**config.mk**
```make
export PLATFORM = sky130hd
export DESIGN_NAME = cv32e40p_tmr_fault_monitor_flat
export DESIGN_NICKNAME = d
export VERILOG_FILES = /design/src/rtl/cv32e40p_tmr_fault_monitor_if.sv /design/src/rtl/cv32e40p_tmr_fault_monitor.sv /design/src/flat_wrapper.sv
export SDC_FILE = /design/constraint.sdc
export NUM_CORES = 1
export LEC_CHECK = 0
export BUFFER_PORTS_ARGS = -buffer_cell sky130_fd_sc_hd__buf_4
export CAP_MARGIN = 20
export CORE_MARGIN = 1
export CORE_UTILIZATION = 35
export CTS_CLUSTER_SIZE = 8
export DETAILED_ROUTE_END_ITERATION = 8
export SETUP_SLACK_MARGIN = 0.05
export SYNTH_ARGS = -nofsm -noshare
export SYNTH_HDL_FRONTEND = slang
export SYNTH_SLANG_ARGS = --single-unit
```
**constraint.sdc**
```tcl
create_clock -name clk -period 4.1 [get_ports clk]
set_input_delay 0.82 -clock clk [delete_from_list [all_inputs] [get_ports clk]]
set_output_delay 0.82 -clock clk [all_outputs]
set_load 0.1 [all_outputs]
```
**src/rtl/cv32e40p_tmr_fault_monitor_if.sv**
```systemverilog
// Replica-compare bus between a triplicated CSR instance and its fault monitor.
// The master side owns the compare strobe, replica words, clear and ack;
// the slave side (the monitor) returns the voted word and fault status.
interface cv32e40p_tmr_fault_monitor_if #(
  parameter int unsigned WIDTH = 32,
  parameter int unsigned CNT_W = 16
);
  logic             cmp_en_i;
  logic [WIDTH-1:0] res1_i;
  logic [WIDTH-1:0] res2_i;
  logic [WIDTH-1:0] res3_i;
  logic             clear_i;
  logic             resync_ack_i;
  logic [WIDTH-1:0] voted_o;
  logic             mismatch_o;
  logic [1:0]       faulty_replica_o;
  logic             multi_fault_o;
  logic [CNT_W-1:0] err_cnt_o;
  logic             resync_req_o;
  logic             uncorrectable_o;

  modport master (
    output cmp_en_i, res1_i, res2_i, res3_i, clear_i, resync_ack_i,
    input  voted_o, mismatch_o, faulty_replica_o, multi_fault_o,
           err_cnt_o, resync_req_o, uncorrectable_o
  );

  modport slave (
    input  cmp_en_i, res1_i, res2_i, res3_i, clear_i, resync_ack_i,
    output voted_o, mismatch_o, faulty_replica_o, multi_fault_o,
           err_cnt_o, resync_req_o, uncorrectable_o
  );
endinterface

```
**src/rtl/cv32e40p_tmr_fault_monitor.sv**
```systemverilog
// TMR fault monitor: registered bitwise majority vote of three replica words,
// per-replica disagreement attribution, persistent-fault streak tracking with
// a resync req/ack handshake, saturating error counter and sticky
// uncorrectable flag.
module cv32e40p_tmr_fault_monitor #(
  parameter int unsigned WIDTH       = 32,
  parameter int unsigned PERSIST_THR = 4,
  parameter int unsigned CNT_W       = 16
) (
  input  logic                          clk,
  input  logic                          rst,
  cv32e40p_tmr_fault_monitor_if.slave   bus
);

  localparam int unsigned    SW       = $clog2(PERSIST_THR + 1);
  localparam logic [SW-1:0]  THR_LAST = SW'(PERSIST_THR - 1);

  typedef enum logic [1:0] {
    ST_OK,
    ST_SUSPECT,
    ST_FAULT,
    ST_UNCORR
  } state_t;

  state_t           state;
  logic [SW-1:0]    streak;

  logic [WIDTH-1:0] maj;
  logic [2:0]       dis;
  logic             any_dis;
  logic             multi_dis;
  logic [1:0]       dis_code;

  // Majority vote and classification of which replicas disagree with it
  always_comb begin
    maj       = (bus.res1_i & bus.res2_i) | (bus.res1_i & bus.res3_i) |
                (bus.res2_i & bus.res3_i);
    dis       = {bus.res3_i != maj, bus.res2_i != maj, bus.res1_i != maj};
    any_dis   = |dis;
    multi_dis = (dis[0] & dis[1]) | (dis[0] & dis[2]) | (dis[1] & dis[2]);
    dis_code  = 2'd0;
    if (dis[0])      dis_code = 2'd1;
    else if (dis[1]) dis_code = 2'd2;
    else if (dis[2]) dis_code = 2'd3;
  end

  // Fault-tracking FSM with all status outputs registered alongside the state
  always_ff @(posedge clk) begin
    if (rst) begin
      state                <= ST_OK;
      streak               <= '0;
      bus.voted_o          <= '0;
      bus.mismatch_o       <= 1'b0;
      bus.multi_fault_o    <= 1'b0;
      bus.faulty_replica_o <= 2'd0;
      bus.err_cnt_o        <= '0;
      bus.resync_req_o     <= 1'b0;
      bus.uncorrectable_o  <= 1'b0;
    end else if (bus.clear_i) begin
      // Clear swallows a coincident compare entirely; the voted word is held.
      state                <= ST_OK;
      streak               <= '0;
      bus.mismatch_o       <= 1'b0;
      bus.multi_fault_o    <= 1'b0;
      bus.faulty_replica_o <= 2'd0;
      bus.err_cnt_o        <= '0;
      bus.resync_req_o     <= 1'b0;
      bus.uncorrectable_o  <= 1'b0;
    end else begin
      bus.mismatch_o    <= bus.cmp_en_i & any_dis;
      bus.multi_fault_o <= bus.cmp_en_i & multi_dis;
      if (bus.cmp_en_i) begin
        bus.voted_o <= maj;
        if (any_dis && bus.err_cnt_o != '1)
          bus.err_cnt_o <= bus.err_cnt_o + 1'b1;
      end

      // Ack wins over any coincident compare, including a multi fault; the
      // compare then only contributes to the counter and pulses above.
      if (state == ST_FAULT && bus.resync_ack_i) begin
        state                <= ST_OK;
        streak               <= '0;
        bus.faulty_replica_o <= 2'd0;
        bus.resync_req_o     <= 1'b0;
      end else if (bus.cmp_en_i && multi_dis) begin
        state                <= ST_UNCORR;
        streak               <= '0;
        bus.faulty_replica_o <= 2'd0;
        bus.resync_req_o     <= 1'b0;
        bus.uncorrectable_o  <= 1'b1;
      end else if (bus.cmp_en_i && any_dis) begin
        case (state)
          ST_OK: begin
            bus.faulty_replica_o <= dis_code;
            streak               <= SW'(1);
            if (PERSIST_THR == 1) begin
              state            <= ST_FAULT;
              bus.resync_req_o <= 1'b1;
            end else begin
              state <= ST_SUSPECT;
            end
          end
          ST_SUSPECT: begin
            if (bus.faulty_replica_o == dis_code) begin
              streak <= streak + 1'b1;
              if (streak == THR_LAST) begin
                state            <= ST_FAULT;
                bus.resync_req_o <= 1'b1;
              end
            end else begin
              bus.faulty_replica_o <= dis_code;
              streak               <= SW'(1);
            end
          end
          default: ;
        endcase
      end else if (bus.cmp_en_i && state == ST_SUSPECT) begin
        state                <= ST_OK;
        streak               <= '0;
        bus.faulty_replica_o <= 2'd0;
      end
    end
  end

endmodule

```
**src/flat_wrapper.sv**
```systemverilog
// flat-port wrapper written by rule: the top's interface ports become plain ports
module cv32e40p_tmr_fault_monitor_flat 
#(
  parameter int unsigned WIDTH       = 32,
  parameter int unsigned PERSIST_THR = 4,
  parameter int unsigned CNT_W       = 16
)
  (clk, rst, bus_cmp_en_i, bus_res1_i, bus_res2_i, bus_res3_i, bus_clear_i, bus_resync_ack_i, bus_voted_o, bus_mismatch_o, bus_faulty_replica_o, bus_multi_fault_o, bus_err_cnt_o, bus_resync_req_o, bus_uncorrectable_o);
  cv32e40p_tmr_fault_monitor_if #(.WIDTH(WIDTH), .CNT_W(CNT_W)) bus_i ();
  input  logic clk;
  input  logic rst;
  input wire logic [$bits(bus_i.cmp_en_i)-1:0] bus_cmp_en_i;
  input wire logic [$bits(bus_i.res1_i)-1:0] bus_res1_i;
  input wire logic [$bits(bus_i.res2_i)-1:0] bus_res2_i;
  input wire logic [$bits(bus_i.res3_i)-1:0] bus_res3_i;
  input wire logic [$bits(bus_i.clear_i)-1:0] bus_clear_i;
  input wire logic [$bits(bus_i.resync_ack_i)-1:0] bus_resync_ack_i;
  output wire logic [$bits(bus_i.voted_o)-1:0] bus_voted_o;
  output wire logic [$bits(bus_i.mismatch_o)-1:0] bus_mismatch_o;
  output wire logic [$bits(bus_i.faulty_replica_o)-1:0] bus_faulty_replica_o;
  output wire logic [$bits(bus_i.multi_fault_o)-1:0] bus_multi_fault_o;
  output wire logic [$bits(bus_i.err_cnt_o)-1:0] bus_err_cnt_o;
  output wire logic [$bits(bus_i.resync_req_o)-1:0] bus_resync_req_o;
  output wire logic [$bits(bus_i.uncorrectable_o)-1:0] bus_uncorrectable_o;
  assign bus_i.cmp_en_i = bus_cmp_en_i;
  assign bus_i.res1_i = bus_res1_i;
  assign bus_i.res2_i = bus_res2_i;
  assign bus_i.res3_i = bus_res3_i;
  assign bus_i.clear_i = bus_clear_i;
  assign bus_i.resync_ack_i = bus_resync_ack_i;
  assign bus_voted_o = bus_i.voted_o;
  assign bus_mismatch_o = bus_i.mismatch_o;
  assign bus_faulty_replica_o = bus_i.faulty_replica_o;
  assign bus_multi_fault_o = bus_i.multi_fault_o;
  assign bus_err_cnt_o = bus_i.err_cnt_o;
  assign bus_resync_req_o = bus_i.resync_req_o;
  assign bus_uncorrectable_o = bus_i.uncorrectable_o;
  cv32e40p_tmr_fault_monitor #(.WIDTH(WIDTH), .PERSIST_THR(PERSIST_THR), .CNT_W(CNT_W)) u_core (.clk(clk), .rst(rst), .bus(bus_i));
endmodule
```
==> impl_results.md <==
* Setup TNS at 0 ps
* First DRT Iteration DRCs at 298
* CP most frequent cell: nand4_1
* TritonCTS buffer count at 9
* Post-synthesis adder-cell area fraction at 1.04%
* Total wire length at 14.9 mm
* Leak at 2.52 nW
* Startpoint Class: primary input
* WP buf/inv at 1
* Die Ht at 118 um
* Area leader, netlist: dfxtp_1
* GRT Total Usage at 21.5%
* Final Skew at 1.70 ps
* Slowest CP cell: or4_1
* RePlAce Congestion at 0.811
* Initial antenna violation count at 0
* Top post-synthesis cells by area: dfxtp_1 25%, nand3b_1 7.1%, or3b_2 6.6%
* Post-layout min period at 3270 ps
* Fin crit share at 79.8%
* Post-synthesis cell count at 603
* Worst slew margin at 63.9%
* Diodes inserted at 0
* GR Util met2 at 36.6%
* Multiplexer share of the synthesized area at 0.857%
* Util after Layout at 49.3%
* Post-synthesis simple-gate area fraction at 49.4%
* Clock Sink Count at 59
* Syn avg cell area at 7.75 um^2
* Vias per cell at 5.56
* CP Max Fanout at 7
* GR peak layer: met2
* Clock tree buffer depth at 2
* Port buffer count at 154
* Synth unique cells at 55
* I/O pin count at 155
* Setup CP Type: in -> reg
* Crit path DAT at 3500 ps
* First-pass GRT wire length at 23.6 mm
* Die width at 118 um
* Critical Path Sink Type: register
* Slowest stage delay, CP at 770 ps
* Fillers at 1,265
* Vias in the first global route at 4,780
* Status: finished clean
* Die area at 0.0138 mm^2
* Hold WC Path Type: reg -> reg
* Starting Density at 36.4%
* Crit-path leading delay family: simple AND/OR/NAND/NOR gates
* Number of nets in the layout at 858
* Slew Limit Fails at 0
* Routed Antenna Nets at 0
* Post-synthesis xor/xnor area fraction at 1.31%
* Critical-path cell list: buf_4, or3b_2, nand4_1, nor4_1, nand4_1, or4_1, nor3_1, nor2_1, a21boi_2, mux2i_1
* Area grow syn2layout at 35.3%
* Met1 usage at 25.1%
* Syn nets at 707
* Final setup viols at 0
* Main flop type after synthesis: dfxtp_1
* RSZ-0062 raised after global routing: false
* Mapped Area at 0.00467 mm^2
* Insertion delay to the later sink of the worst-skew pair at 350 ps
* Synth Warn # at 0
* Main combinational cell family by area after synthesis: simple AND/OR/NAND/NOR gates
* Post-DR wirelength/cell at 16.0 um
* Worst-margin pin slew at 541 ps
* Setup repair bufs after CTS at 0
* Placeable Area at 0.0128 mm^2
* Most frequent cells after synthesis: 70 x nand2_1, 60 x nor2_1, 59 x dfxtp_1, 44 x nand3b_1, 39 x o21ai_0
* H-tree depth at 3
* Post-synthesis compound-gate area fraction at 20.2%
* Post-synthesis async set-or-reset flop share at 0%
* CTS tree: built
* Post-CTS sizing at 0
* Hold Vio Cnt, Final at 0
* Met3 track demand over resource at 7.90%
* Most common cell in the netlist: nand2_1
* Root buffer cell: clkbuf_16
* Core Rows at 41
* DR pass1 iterations at 4
* Hold WS at 456 ps
* Post-DP HPWL at 11.4 mm
* Total gr overflow at 0
* Largest net degree at the start of global routing at 45
* Post-synth EDFFs at 0
* Max-cap violations at 0
* Synth top area share at 25.3%
* CP required at 4330 ps
* Routed vias at 5,180
* Post-CTS Hold Fix Bufs at 0
* Register area share after synthesis at 25.3%
* Max VDD drop at 0.232 mV
* Seq cells post-synth at 59
* Clock transition at the registers of the reported paths at 50 ps
* DRC viols at 0
* Fmax achieved at 0.306 GHz
* Pwr dens at 324 mW/mm^2
* Layout cell share with drive strength beyond 1 at 29.6%
==> registers in the layout, indices dropped and copies added (netlist names) <==
signal,flops
u_core.bus.voted_o,32
u_core.bus.err_cnt_o,16
u_core.streak,3
u_core.bus.faulty_replica_o,2
u_core.state,2
u_core.bus.mismatch_o,1
u_core.bus.multi_fault_o,1
u_core.bus.resync_req_o,1
u_core.bus.uncorrectable_o,1
==> tightest hold or removal path, stage by stage, from the launching register on <==
cell     delay [ps]
dfxtp_1         320
nand2_1          40
o21ai_0          50
==> cell families (layout without fill, tap and decap cells) <==
group / count (synthesis) / in the layout
muxes: 4 / 4
DFF: 59 / 59
buffers and inverters: 21 / 177
AOI/OAI and AO/OA: 134 / 134
and+or+nand+nor: 374 / 374
adders and majority gates: 4 / 4
xor gates and xnor gates: 7 / 7
==> worst paths after layout <==
check | start | depth (start not counted) | endpoint | slack (ps)
max | bus_res3_i[14] | 10 | u_core.bus.faulty_replica_o[1] | 830
min | u_core.bus.uncorrectable_o | 2 | u_core.bus.uncorrectable_o | 460
max reg2reg | u_core.bus.err_cnt_o[7] | 9 | u_core.bus.err_cnt_o[14] | 1640
min reg2reg | u_core.bus.uncorrectable_o | 2 | u_core.bus.uncorrectable_o | 460
==> power by group <==
group	switching (mW)	leakage (nW)	total [mW]	internal [mW]
combinational	0.377	1.87	0.580	0.203
clock	0.292	0.159	0.856	0.564
sequential	0.0155	0.483	0.615	0.599
==> cell type report <==
cell class / count / area [um^2] / share of cell area, %
Multi-Input combinational cell: 523 / 3410 / 54.0
Sequential cell: 59 / 1180 / 18.7
Timing Repair Buffer: 155 / 1160 / 18.4
Clock buffer: 12 / 256 / 4.06
Tap cell: 172 / 215 / 3.40
Clock inverter: 4 / 72.6 / 1.15
Inverter: 6 / 22.5 / 0.356
==> cell usage in the layout, fill, tap and decap left out, types with 14 or more instances in the layout <==
cell	synthesis	routed
and3b_1	21	21
nand4_1	30	30
or3b_2	35	35
dfxtp_1	59	59
nand2b_1	21	21
nor4_1	14	14
a311oi_1	32	32
nor3b_1	22	22
nor2_1	60	59
nand2_1	70	70
nand3b_1	44	44
buf_4	0	155
o21ai_0	39	39
o22ai_1	23	23
==> per-layer routing <==
metal | wire length, um | up-vias
li1 | - | 2627
met1 | 6390 | 2391
met2 | 7090 | 143
met3 | 1150 | 19
met4 | 221 | 0
met5 | 0 | -
==> through the flow <==
step | cells | instance area [um^2] | setup WS (ps) | power (mW)
global placement | 915 | 6000 | 534 | 1.19
CTS | 931 | 6320 | 846 | 2.07
floorplan | 603 | 4670 | 1210 | 0.979
detailed placement | 915 | 6000 | 485 | 1.21
global route | 931 | 6320 | 617 | 2.13
finish | 931 | 6320 | 827 | 2.05
(Power assumes the default switching activity.)
